[src/rtl/fwd_hazard_ctrl_if.sv]
// ID-to-EX hazard/forwarding bus between the decode stage and fwd_hazard_ctrl.
// Optional perf counters appear when FWD_HAZARD_PERF_EN is defined.
interface fwd_hazard_ctrl_if #(
    parameter int unsigned REG_ADDR_W = 5,
    parameter int unsigned FWD_SEL_W  = 2
);
    logic                  hold;
    logic                  flush;
    logic                  id_valid;
    logic [REG_ADDR_W-1:0] id_rs1;
    logic [REG_ADDR_W-1:0] id_rs2;
    logic                  id_use_rs1;
    logic                  id_use_rs2;
    logic [REG_ADDR_W-1:0] id_rd;
    logic                  id_regwrite;
    logic                  id_memread;
    logic [FWD_SEL_W-1:0]  ex_fwd_a_sel;
    logic [FWD_SEL_W-1:0]  ex_fwd_b_sel;
    logic                  stall;
    logic                  bubble;
`ifdef FWD_HAZARD_PERF_EN
    logic [31:0]           perf_stall_cnt;
    logic [31:0]           perf_fwd_cnt;
`endif

    modport master (
        output hold, flush, id_valid, id_rs1, id_rs2, id_use_rs1, id_use_rs2,
               id_rd, id_regwrite, id_memread,
        input  ex_fwd_a_sel, ex_fwd_b_sel, stall, bubble
`ifdef FWD_HAZARD_PERF_EN
        , input perf_stall_cnt, perf_fwd_cnt
`endif
    );

    modport slave (
        input  hold, flush, id_valid, id_rs1, id_rs2, id_use_rs1, id_use_rs2,
               id_rd, id_regwrite, id_memread,
        output ex_fwd_a_sel, ex_fwd_b_sel, stall, bubble
`ifdef FWD_HAZARD_PERF_EN
        , output perf_stall_cnt, perf_fwd_cnt
`endif
    );
endinterface

[src/rtl/fwd_hazard_ctrl.sv]
// Forwarding-select and load-use hazard controller between ID and EX of the RV32I pipe.
// Define FWD_HAZARD_PERF_EN to add saturating stall/forward event counters.
module fwd_hazard_ctrl #(
    parameter int unsigned REG_ADDR_W = 5,
    parameter int unsigned FWD_SEL_W  = 2
) (
    input logic              clk_i,
    input logic              rst_i,
    fwd_hazard_ctrl_if.slave bus
);
    localparam logic [FWD_SEL_W-1:0] SelRf    = '0;
    localparam logic [FWD_SEL_W-1:0] SelMemWb = FWD_SEL_W'(1);
    localparam logic [FWD_SEL_W-1:0] SelExMem = FWD_SEL_W'(2);

    logic [REG_ADDR_W-1:0] ex_rd_q, mem_rd_q, wb_rd_q;
    logic                  ex_regwrite_q, mem_regwrite_q, wb_regwrite_q;
    logic                  ex_memread_q;
    logic [FWD_SEL_W-1:0]  sel_a_q, sel_b_q;
    logic [FWD_SEL_W-1:0]  sel_a_d, sel_b_d;
    logic                  ex_live, mem_live, haz, stall, bubble;

    // WB shadow is tracked for completeness; the write-through regfile covers WB->ID.
    logic unused_wb;
    assign unused_wb = ^{wb_rd_q, wb_regwrite_q};

    function automatic logic [FWD_SEL_W-1:0] pick_sel(
        input logic                  use_rs,
        input logic [REG_ADDR_W-1:0] rs,
        input logic                  ex_ok,
        input logic [REG_ADDR_W-1:0] ex_rd,
        input logic                  mem_ok,
        input logic [REG_ADDR_W-1:0] mem_rd
    );
        if (use_rs && ex_ok && (ex_rd == rs)) begin
            return SelExMem;
        end else if (use_rs && mem_ok && (mem_rd == rs)) begin
            return SelMemWb;
        end
        return SelRf;
    endfunction

    always_comb begin
        ex_live  = ex_regwrite_q && (ex_rd_q != '0);
        mem_live = mem_regwrite_q && (mem_rd_q != '0);
        haz      = bus.id_valid && ex_memread_q && ex_live &&
                   ((bus.id_use_rs1 && (bus.id_rs1 == ex_rd_q)) ||
                    (bus.id_use_rs2 && (bus.id_rs2 == ex_rd_q)));
        stall    = haz && !bus.flush && !bus.hold;
        bubble   = stall || (bus.flush && !bus.hold);
        sel_a_d  = pick_sel(bus.id_use_rs1, bus.id_rs1, ex_live, ex_rd_q, mem_live, mem_rd_q);
        sel_b_d  = pick_sel(bus.id_use_rs2, bus.id_rs2, ex_live, ex_rd_q, mem_live, mem_rd_q);
    end

    always_ff @(posedge clk_i) begin
        if (rst_i) begin
            ex_rd_q        <= '0;
            ex_regwrite_q  <= 1'b0;
            ex_memread_q   <= 1'b0;
            mem_rd_q       <= '0;
            mem_regwrite_q <= 1'b0;
            wb_rd_q        <= '0;
            wb_regwrite_q  <= 1'b0;
            sel_a_q        <= SelRf;
            sel_b_q        <= SelRf;
        end else if (!bus.hold) begin
            mem_rd_q       <= ex_rd_q;
            mem_regwrite_q <= ex_regwrite_q;
            wb_rd_q        <= mem_rd_q;
            wb_regwrite_q  <= mem_regwrite_q;
            if (bubble) begin
                ex_rd_q       <= '0;
                ex_regwrite_q <= 1'b0;
                ex_memread_q  <= 1'b0;
                sel_a_q       <= SelRf;
                sel_b_q       <= SelRf;
            end else begin
                ex_rd_q       <= bus.id_valid ? bus.id_rd : '0;
                ex_regwrite_q <= bus.id_valid && bus.id_regwrite;
                ex_memread_q  <= bus.id_valid && bus.id_memread;
                sel_a_q       <= sel_a_d;
                sel_b_q       <= sel_b_d;
            end
        end
    end

    assign bus.ex_fwd_a_sel = sel_a_q;
    assign bus.ex_fwd_b_sel = sel_b_q;
    assign bus.stall        = stall;
    assign bus.bubble       = bubble;

`ifdef FWD_HAZARD_PERF_EN
    logic [31:0] perf_stall_q, perf_fwd_q;

    // Forward events count only when a non-zero select is actually loaded.
    always_ff @(posedge clk_i) begin
        if (rst_i) begin
            perf_stall_q <= '0;
            perf_fwd_q   <= '0;
        end else begin
            if (stall && (perf_stall_q != 32'hFFFF_FFFF)) begin
                perf_stall_q <= perf_stall_q + 32'd1;
            end
            if (!bus.hold && !bubble && ((sel_a_d != SelRf) || (sel_b_d != SelRf)) &&
                (perf_fwd_q != 32'hFFFF_FFFF)) begin
                perf_fwd_q <= perf_fwd_q + 32'd1;
            end
        end
    end

    assign bus.perf_stall_cnt = perf_stall_q;
    assign bus.perf_fwd_cnt   = perf_fwd_q;
`endif
endmodule

[src/flat_wrapper.sv]
// flat-port wrapper written by rule: the top's interface ports become plain ports
module fwd_hazard_ctrl_flat 
#(
    parameter int unsigned REG_ADDR_W = 5,
    parameter int unsigned FWD_SEL_W  = 2
)
  (clk_i, rst_i, bus_hold, bus_flush, bus_id_valid, bus_id_rs1, bus_id_rs2, bus_id_use_rs1, bus_id_use_rs2, bus_id_rd, bus_id_regwrite, bus_id_memread, bus_ex_fwd_a_sel, bus_ex_fwd_b_sel, bus_stall, bus_bubble);
  fwd_hazard_ctrl_if #(.REG_ADDR_W(REG_ADDR_W), .FWD_SEL_W(FWD_SEL_W)) bus_i ();
  input logic clk_i;
  input logic rst_i;
  input wire logic [$bits(bus_i.hold)-1:0] bus_hold;
  input wire logic [$bits(bus_i.flush)-1:0] bus_flush;
  input wire logic [$bits(bus_i.id_valid)-1:0] bus_id_valid;
  input wire logic [$bits(bus_i.id_rs1)-1:0] bus_id_rs1;
  input wire logic [$bits(bus_i.id_rs2)-1:0] bus_id_rs2;
  input wire logic [$bits(bus_i.id_use_rs1)-1:0] bus_id_use_rs1;
  input wire logic [$bits(bus_i.id_use_rs2)-1:0] bus_id_use_rs2;
  input wire logic [$bits(bus_i.id_rd)-1:0] bus_id_rd;
  input wire logic [$bits(bus_i.id_regwrite)-1:0] bus_id_regwrite;
  input wire logic [$bits(bus_i.id_memread)-1:0] bus_id_memread;
  output wire logic [$bits(bus_i.ex_fwd_a_sel)-1:0] bus_ex_fwd_a_sel;
  output wire logic [$bits(bus_i.ex_fwd_b_sel)-1:0] bus_ex_fwd_b_sel;
  output wire logic [$bits(bus_i.stall)-1:0] bus_stall;
  output wire logic [$bits(bus_i.bubble)-1:0] bus_bubble;
  assign bus_i.hold = bus_hold;
  assign bus_i.flush = bus_flush;
  assign bus_i.id_valid = bus_id_valid;
  assign bus_i.id_rs1 = bus_id_rs1;
  assign bus_i.id_rs2 = bus_id_rs2;
  assign bus_i.id_use_rs1 = bus_id_use_rs1;
  assign bus_i.id_use_rs2 = bus_id_use_rs2;
  assign bus_i.id_rd = bus_id_rd;
  assign bus_i.id_regwrite = bus_id_regwrite;
  assign bus_i.id_memread = bus_id_memread;
  assign bus_ex_fwd_a_sel = bus_i.ex_fwd_a_sel;
  assign bus_ex_fwd_b_sel = bus_i.ex_fwd_b_sel;
  assign bus_stall = bus_i.stall;
  assign bus_bubble = bus_i.bubble;
  fwd_hazard_ctrl #(.REG_ADDR_W(REG_ADDR_W), .FWD_SEL_W(FWD_SEL_W)) u_core (.clk_i(clk_i), .rst_i(rst_i), .bus(bus_i));
endmodule
[config.mk]
export PLATFORM = sky130hd
export DESIGN_NAME = fwd_hazard_ctrl_flat
export DESIGN_NICKNAME = d
export VERILOG_FILES = /design/src/rtl/fwd_hazard_ctrl_if.sv /design/src/rtl/fwd_hazard_ctrl.sv /design/src/flat_wrapper.sv
export SDC_FILE = /design/constraint.sdc
export NUM_CORES = 1
export LEC_CHECK = 0
export CAP_MARGIN = 10
export CORE_MARGIN = 1.5
export CORE_UTILIZATION = 45
export CTS_BUF_LIST = sky130_fd_sc_hd__clkbuf_8
export CTS_CLUSTER_SIZE = 40
export DETAILED_ROUTE_END_ITERATION = 12
export GPL_TIMING_DRIVEN = 0
export PLACE_DENSITY = 0.75
export SLEW_MARGIN = 0
export SYNTH_ARGS = -nofsm -noshare
export SYNTH_HDL_FRONTEND = slang
export SYNTH_SLANG_ARGS = --single-unit
[constraint.sdc]
create_clock -name clk_i -period 2.9 [get_ports clk_i]
set_input_delay 0.725 -clock clk_i [delete_from_list [all_inputs] [get_ports clk_i]]
set_output_delay 0.725 -clock clk_i [all_outputs]
set_load 0.01 [all_outputs]
==> metrics.yaml, run 1 <==
place:
  dpl_cell_area_mm2: 0.00121
  dp_hpwl_um: 1610
  port_buffers: 28
  gp_congestion: 0.789
  dpl.cell_count: 145
  post-place-ws_ns: -0.728
floorplanning:
  die_x_um: 47.7
  core_mm2: 0.00180
  die_y_um: 47.7
  die_area_mm2: 0.00228
  start_util_pct: 49.9
  num_rows: 15
  ios: 30
yosys:
  synthesis.nets: 116
  synth_mux_area_share_pct: 6.68
  synth_top_family_by_area: "XOR/XNOR gates"
  avgSynthCellArea_um2: 9.78
  syn_inst: 92
  ys_warn_count: 0
  synth_compound_area_share_pct: 17.0
  synth-simple-area-share_pct: 14.9
  synth_edf_count: 0
  yosysSeqAreaShare_pct: 37.8
  synthArstFlopShare_pct: 0
  synthFlopType: "dfxtp_1"
  syn_area_um2: 900
  yosys.cell_types.count: 25
  ys_ff_latch: 17
  synth_xor_area_share_pct: 19.5
  yosys.area_share.adder_pct: 0
setup_path:
  cp_max_fo: 5
  timing.rr.end: "u_core.ex_rd_q[4]"
  cp-start-kind: "input pin"
  crit_end: "bus_bubble"
  r2r_cells: 7
  r2r_start: "u_core.ex_rd_q[4]"
  crit_type: "in2out"
  arrival_ns: 2.10
  worstPathRequired_ns: 2.17
  worstSetupStartpoint: "bus_id_rs2[4]"
  reg2reg_slack_ns: 0.94
  endpoint_kind: "output port"
global_route:
  grt_start_max_net_pins: 11
  track_usage_pct: 19.7
  antenna_found_initial: 0
  gr-total-overflow: 0
  grt_pass1_wl_um: 3110
  grt_pass1_vias: 752
power:
  power_density_mw_per_mm2: 370
  leakage_uw: 0.000567
  ir_worst_vdd_v: 0.000319
layout:
  final_cell_area_mm2: 0.00131
  mostFrequentLayoutCells: "clkdlybuf4s50_1 (18), dfxtp_1 (17), xor2_1 (16)"
  fin_nets: 155
  drive_gt1_share_pct: 16.9
  area_growth_syn_to_layout_pct: 45.2
  postLayoutCoreUtil_pct: 72.5
  final_common_cell: "clkdlybuf4s50_1"
  final_cells: 155
  diodes: 0
detailed_routing:
  routedWlPerCell_um: 13.7
  finalWirelength_um: 2120
  num_vias: 821
  topRoutingLayerUsed: "met4"
  drtIter0Drc: 10
  firstDrtPassIters: 4
  drc: 0
  wl_met2_um: 967
  wl_met1_um: 1010
  avgViaCountPerCell: 5.30
  antenna_left: 0
  met3_length_um: 115
cts:
  clock_sinks: 17
  worstSkewPairLatency_ns: 0.25
  cts-root-buf: "clkbuf_8"
  cts_tree: "built"
  path_clk_slew_ns: 0.06
  h-tree-depth: 1
  cts_buffer_depth: 2
  cts_buffers: 3
hold_path:
  hp-class: "reg2reg"
  worstHoldStart: "u_core.bus.ex_fwd_a_sel[0]"
sta:
  period_share_pct: 97.4
  clock-skew-final_ns: 0.00407
  fin_crit_ns: 2.82
  hold_viol_final: 0
  drv_slew: 0
  setup_viol: 0
  tightest_slew_ns: 0.607
  slew_headroom_pct: 59.6
  hold_ws_ns: 0.484
  layout_setup_ws_ns: 0.0757
  fmax_mhz: 354
run:
  cap_violations: 0
outcome:
  status: "finished, final reports clean"
## registers in the layout, indices dropped and copies added, names as in the netlist
signal                   cells
u_core.ex_memread_q          1
u_core.ex_rd_q               5
u_core.mem_regwrite_q        1
u_core.ex_regwrite_q         1
u_core.bus.ex_fwd_a_sel      2
u_core.bus.ex_fwd_b_sel      2
u_core.mem_rd_q              5
## critical path, stage by stage
cell,delay (ns)
dlygate4sd2_1,0.26
xor2_1,0.15
nor4_2,0.30
and3_4,0.25
o2111ai_4,0.18
o21ai_2,0.09
buf_2,0.14
## cell type report
cell class,count,area (um2)
Multi-Input combinational cell,68,547
Fill cell,148,495
Sequential cell,17,340
Timing Repair Buffer,35,317
Clock buffer,3,41.3
Tap cell,25,31.3
Buffer,4,18.8
Inverter,2,7.51
Clock inverter,1,3.75
## stage by stage
stage / TNS, ns / power, uW
final: 0 / 483
after global placement: -1.35 / 318
after detailed placement: -1.40 / 320
after global routing: -0.00423 / 499
after floorplan: 0 / 276
after CTS: 0 / 487
## per-layer routing
metal  track usage, %  vias up
met4             8.11        0
met5                0        -
met1             26.2      375
met3             3.40        4
li1                 -      414
met2             31.7       28
## where the power goes
part | internal (uW) | total, uW | leakage (uW) | switching (uW)
clock | 93.7 | 169 | 0.0000269 | 75.3
combinational | 41.7 | 71.6 | 0.000403 | 29.9
sequential | 237 | 242 | 0.000137 | 5.20
total | 372 | 483 | 0.000567 | 110
## synth_stat cells (2+ instances only)
master / n / area [um2]
a22o_2: 2 / 20.0
a311oi_1: 2 / 17.5
a32o_1: 7 / 70.1
a32oi_1: 2 / 17.5
and3_2: 3 / 22.5
clkbuf_1: 2 / 7.51
dfxtp_1: 17 / 340
inv_1: 2 / 7.51
mux2i_1: 6 / 60.1
nand2_1: 2 / 7.51
nand3_1: 2 / 10.0
nor2_1: 10 / 37.5
nor3_1: 2 / 10.0
nor4_1: 4 / 25.0
xnor2_1: 4 / 35.0
xor2_1: 16 / 140
## logic make-up (layout without fill, tap and decap cells)
| logic type | count (synthesis) | after routing |
|---|---|---|
| compound gates | 16 | 16 |
| xor+xnor | 20 | 20 |
| buf+inv | 7 | 45 |
| flops | 17 | 17 |
| mux | 6 | 6 |
| simple gates | 26 | 26 |
## worst min path at each step
stage | cells after the start | to
after global placement | 1 | u_core.bus.ex_fwd_b_sel[0]
after floorplan | 2 | u_core.mem_regwrite_q
final | 1 | u_core.bus.ex_fwd_a_sel[0]
after global routing | 1 | u_core.bus.ex_fwd_a_sel[0]
after detailed placement | 1 | u_core.bus.ex_fwd_b_sel[0]
after CTS | 1 | u_core.bus.ex_fwd_a_sel[0]
## what timing repair did
item	4_1_cts	5_1_grt
pin swaps	4	5
setup endpoints to repair	2	2
gates cloned	0	0
hold buffers	0	0
resized for setup	22	2
buffers inserted	4	3
Power figures use the tool's default switching activity.
==> inputs of run 2 (changes only) <==
Settings changed: SETUP_SLACK_MARGIN set to 0.4.
==> run 2 against run 1 <==
Combinational power grew 6.0%. Register-to-register slack gained 0.04 ns. Largest power group unchanged. Critical path depth is the same. Sequential power is essentially flat.
==> metrics.yaml, run 2 (synthesized netlist as in run 1, its figures left out) <==
floorplanning:
  die_y_um: 47.7  # unchanged
  start_util_pct: 49.9  # unchanged
  die_area_mm2: 0.00228  # unchanged
  num_rows: 15  # unchanged
  core_mm2: 0.00180  # unchanged
  die_x_um: 47.7  # unchanged
  ios: 30  # unchanged
layout:
  area_growth_syn_to_layout_pct: 48.1
  final_common_cell: "dfxtp_1"
  mostFrequentLayoutCells: "dfxtp_1 (17), clkdlybuf4s50_1 (16), xor2_1 (14)"
  fin_nets: 156  # +0.65%
  biggestRegsByFlops: "u_core.ex_rd_q (5), u_core.mem_rd_q (5)"
  postLayoutCoreUtil_pct: 74.0  # +1.5 points
  drive_gt1_share_pct: 25.2  # +8.3 points
  final_cell_area_mm2: 0.00133  # +2.0%
  diodes: 0  # unchanged
sta:
  drv_slew: 0  # unchanged
  hold_ws_ns: 0.483  # -0.0000510 ns
  fin_crit_ns: 2.71  # -0.115 ns
  tightest_slew_ns: 0.391  # -0.216 ns
  rsz0062_at_grt: "yes"
  clock-skew-final_ns: 0.00373  # -0.000340 ns
  hold_viol_final: 0  # unchanged
  fmax_mhz: 369  # +4.3%
  setup_viol: 0  # unchanged
  period_share_pct: 93.4  # -4.0 points
  slew_headroom_pct: 73.9  # +14 points
place:
  dp_hpwl_um: 1610  # unchanged
  port_buffers: 28  # unchanged
  gp_congestion: 0.789  # unchanged
  dpl_cell_area_mm2: 0.00121  # unchanged
cts:
  cts_buffers: 3  # unchanged
  worstSkewPairLatency_ns: 0.25  # about the same
  h-tree-depth: 1  # unchanged
  clock_sinks: 17  # unchanged
  cts_tree: "built"
  cts_buffer_depth: 2  # unchanged
  path_clk_slew_ns: 0.06  # about the same
  cts-root-buf: "clkbuf_8"
run:
  cap_violations: 0  # unchanged
power:
  ir_worst_vdd_v: 0.000331  # +3.9%
  power_density_mw_per_mm2: 365  # -1.1%
  leakage_uw: 0.000584  # +2.9%
  total_power_uw: 487  # +0.87%
hold_path:
  hp-class: "reg2reg"
detailed_routing:
  finalWirelength_um: 2150  # +1.1%
  antenna_left: 0  # unchanged
  drc: 0  # unchanged
  firstDrtPassIters: 4  # unchanged
  avgViaCountPerCell: 5.26  # -0.76%
  drtIter0Drc: 11  # +1
  num_vias: 820  # -0.12%
  routedWlPerCell_um: 13.8  # +0.44%
setup_path:
  cp_max_fo: 4  # -1
  arrival_ns: 1.98  # -0.12 ns
  cp-start-kind: "input pin"
  crit_type: "in2out"
  endpoint_kind: "output port"
  critical_path_buf_inv_count: 3  # +1
  worstPathRequired_ns: 2.17  # about the same
  path_cells: "clkdlybuf4s50_1, nor2_1, and3_2, o2111ai_4, buf_6, o21ai_2, buf_2"
  slowest_delay_ns: 0.44  # +0.14 ns
  cp_top_family: "buffers and inverters"
  cpMaxStageDelayCell: "clkdlybuf4s50_1"
global_route:
  antenna_found_initial: 0  # unchanged
  grt_pass1_wl_um: 3110  # unchanged
  grt_pass1_vias: 756  # +0.53%
  gr-total-overflow: 0  # unchanged
  grt_start_max_net_pins: 11  # unchanged
  track_usage_pct: 19.8  # about the same
outcome:
  status: "finished, final reports clean"
## run 2: cell count changes in the layout (fill, tap and decap cells not counted), sizes merged
cell,change
clkdlybuf4s50,-2
clkbuf,+3
buf,+6
dlygate4sd2,-4
clkdlybuf4s15,-2
## run 2: worst register-to-register path: stages, from the launching register on
cell	delay (ns)
dfxtp_1	0.48
xor2_2	0.12
nor4_2	0.32
and3_4	0.26
o2111ai_4	0.11
buf_6	0.15
buf_4	0.15
a32o_1	0.24
## run 2: cell type report
type / count / area (um2)
clock buffer: 3 / 41.3
timing repair buffer: 35 / 315
sequential: 17 / 340
tap: 25 / 31.3
clock inverter: 1 / 3.75
multi-input combinational: 68 / 562
buffer: 5 / 31.3
fill: 143 / 469
inverter: 2 / 7.51
## run 2: layer usage
layer | GRT usage, % | wire length, um | part of all wire (%) | up-vias
met5 | 0 | 0 | 0 | -
met3 | 3.40 | 85 | 4.0 | 4
met1 | 26.5 | 1040 | 48 | 378
li1 | - | - | - | 412
met4 | 8.11 | 26 | 1.2 | 0
met2 | 31.5 | 993 | 46 | 26
## run 2: power breakdown
part	internal, uW	leakage, uW	switching, uW
sequential	237	0.000137	5.50
combinational	45.0	0.000419	30.9
clock	93.7	0.0000269	74.9
total	376	0.000584	111
## run 2: final timing paths
kind,startpoint,end,slack [ns],depth (start not counted)
setup / recovery,bus_hold,bus_bubble,0.19,7
hold / removal,u_core.bus.ex_fwd_a_sel[0],u_core.bus.ex_fwd_a_sel[0],0.48,1
setup reg to reg,u_core.ex_rd_q[4],u_core.ex_rd_q[4],0.98,7
hold reg to reg,u_core.bus.ex_fwd_a_sel[0],u_core.bus.ex_fwd_a_sel[0],0.48,1
## run 2: what timing repair did
action	4_1_cts	5_1_grt
setup buffers	6	1
gates resized for setup	44	12
pin swaps	5	5
endpoints found under the setup margin	2	2
hold buffers	0	0
## run 2: stage by stage
| stage | setup slack [ns] | setup TNS [ns] | instances |
|---|---|---|---|
| 3_3_place_gp | -0.705 | -1.35 | 145 |
| 2_1_floorplan | 0.437 | 0 | 92 |
| 6_report | 0.191 | 0 | 156 |
| 5_1_grt | 0.119 | 0 | 156 |
| 3_5_place_dp | -0.728 | -1.40 | 145 |
| 4_1_cts | 0.129 | 0 | 155 |
==> inputs of run 3 (changes only) <==
Settings changed: GPL_ROUTABILITY_DRIVEN set to 0.
==> results of run 3 <==
Same layout as run 2: the final DEF is identical, and so are final timing and power.
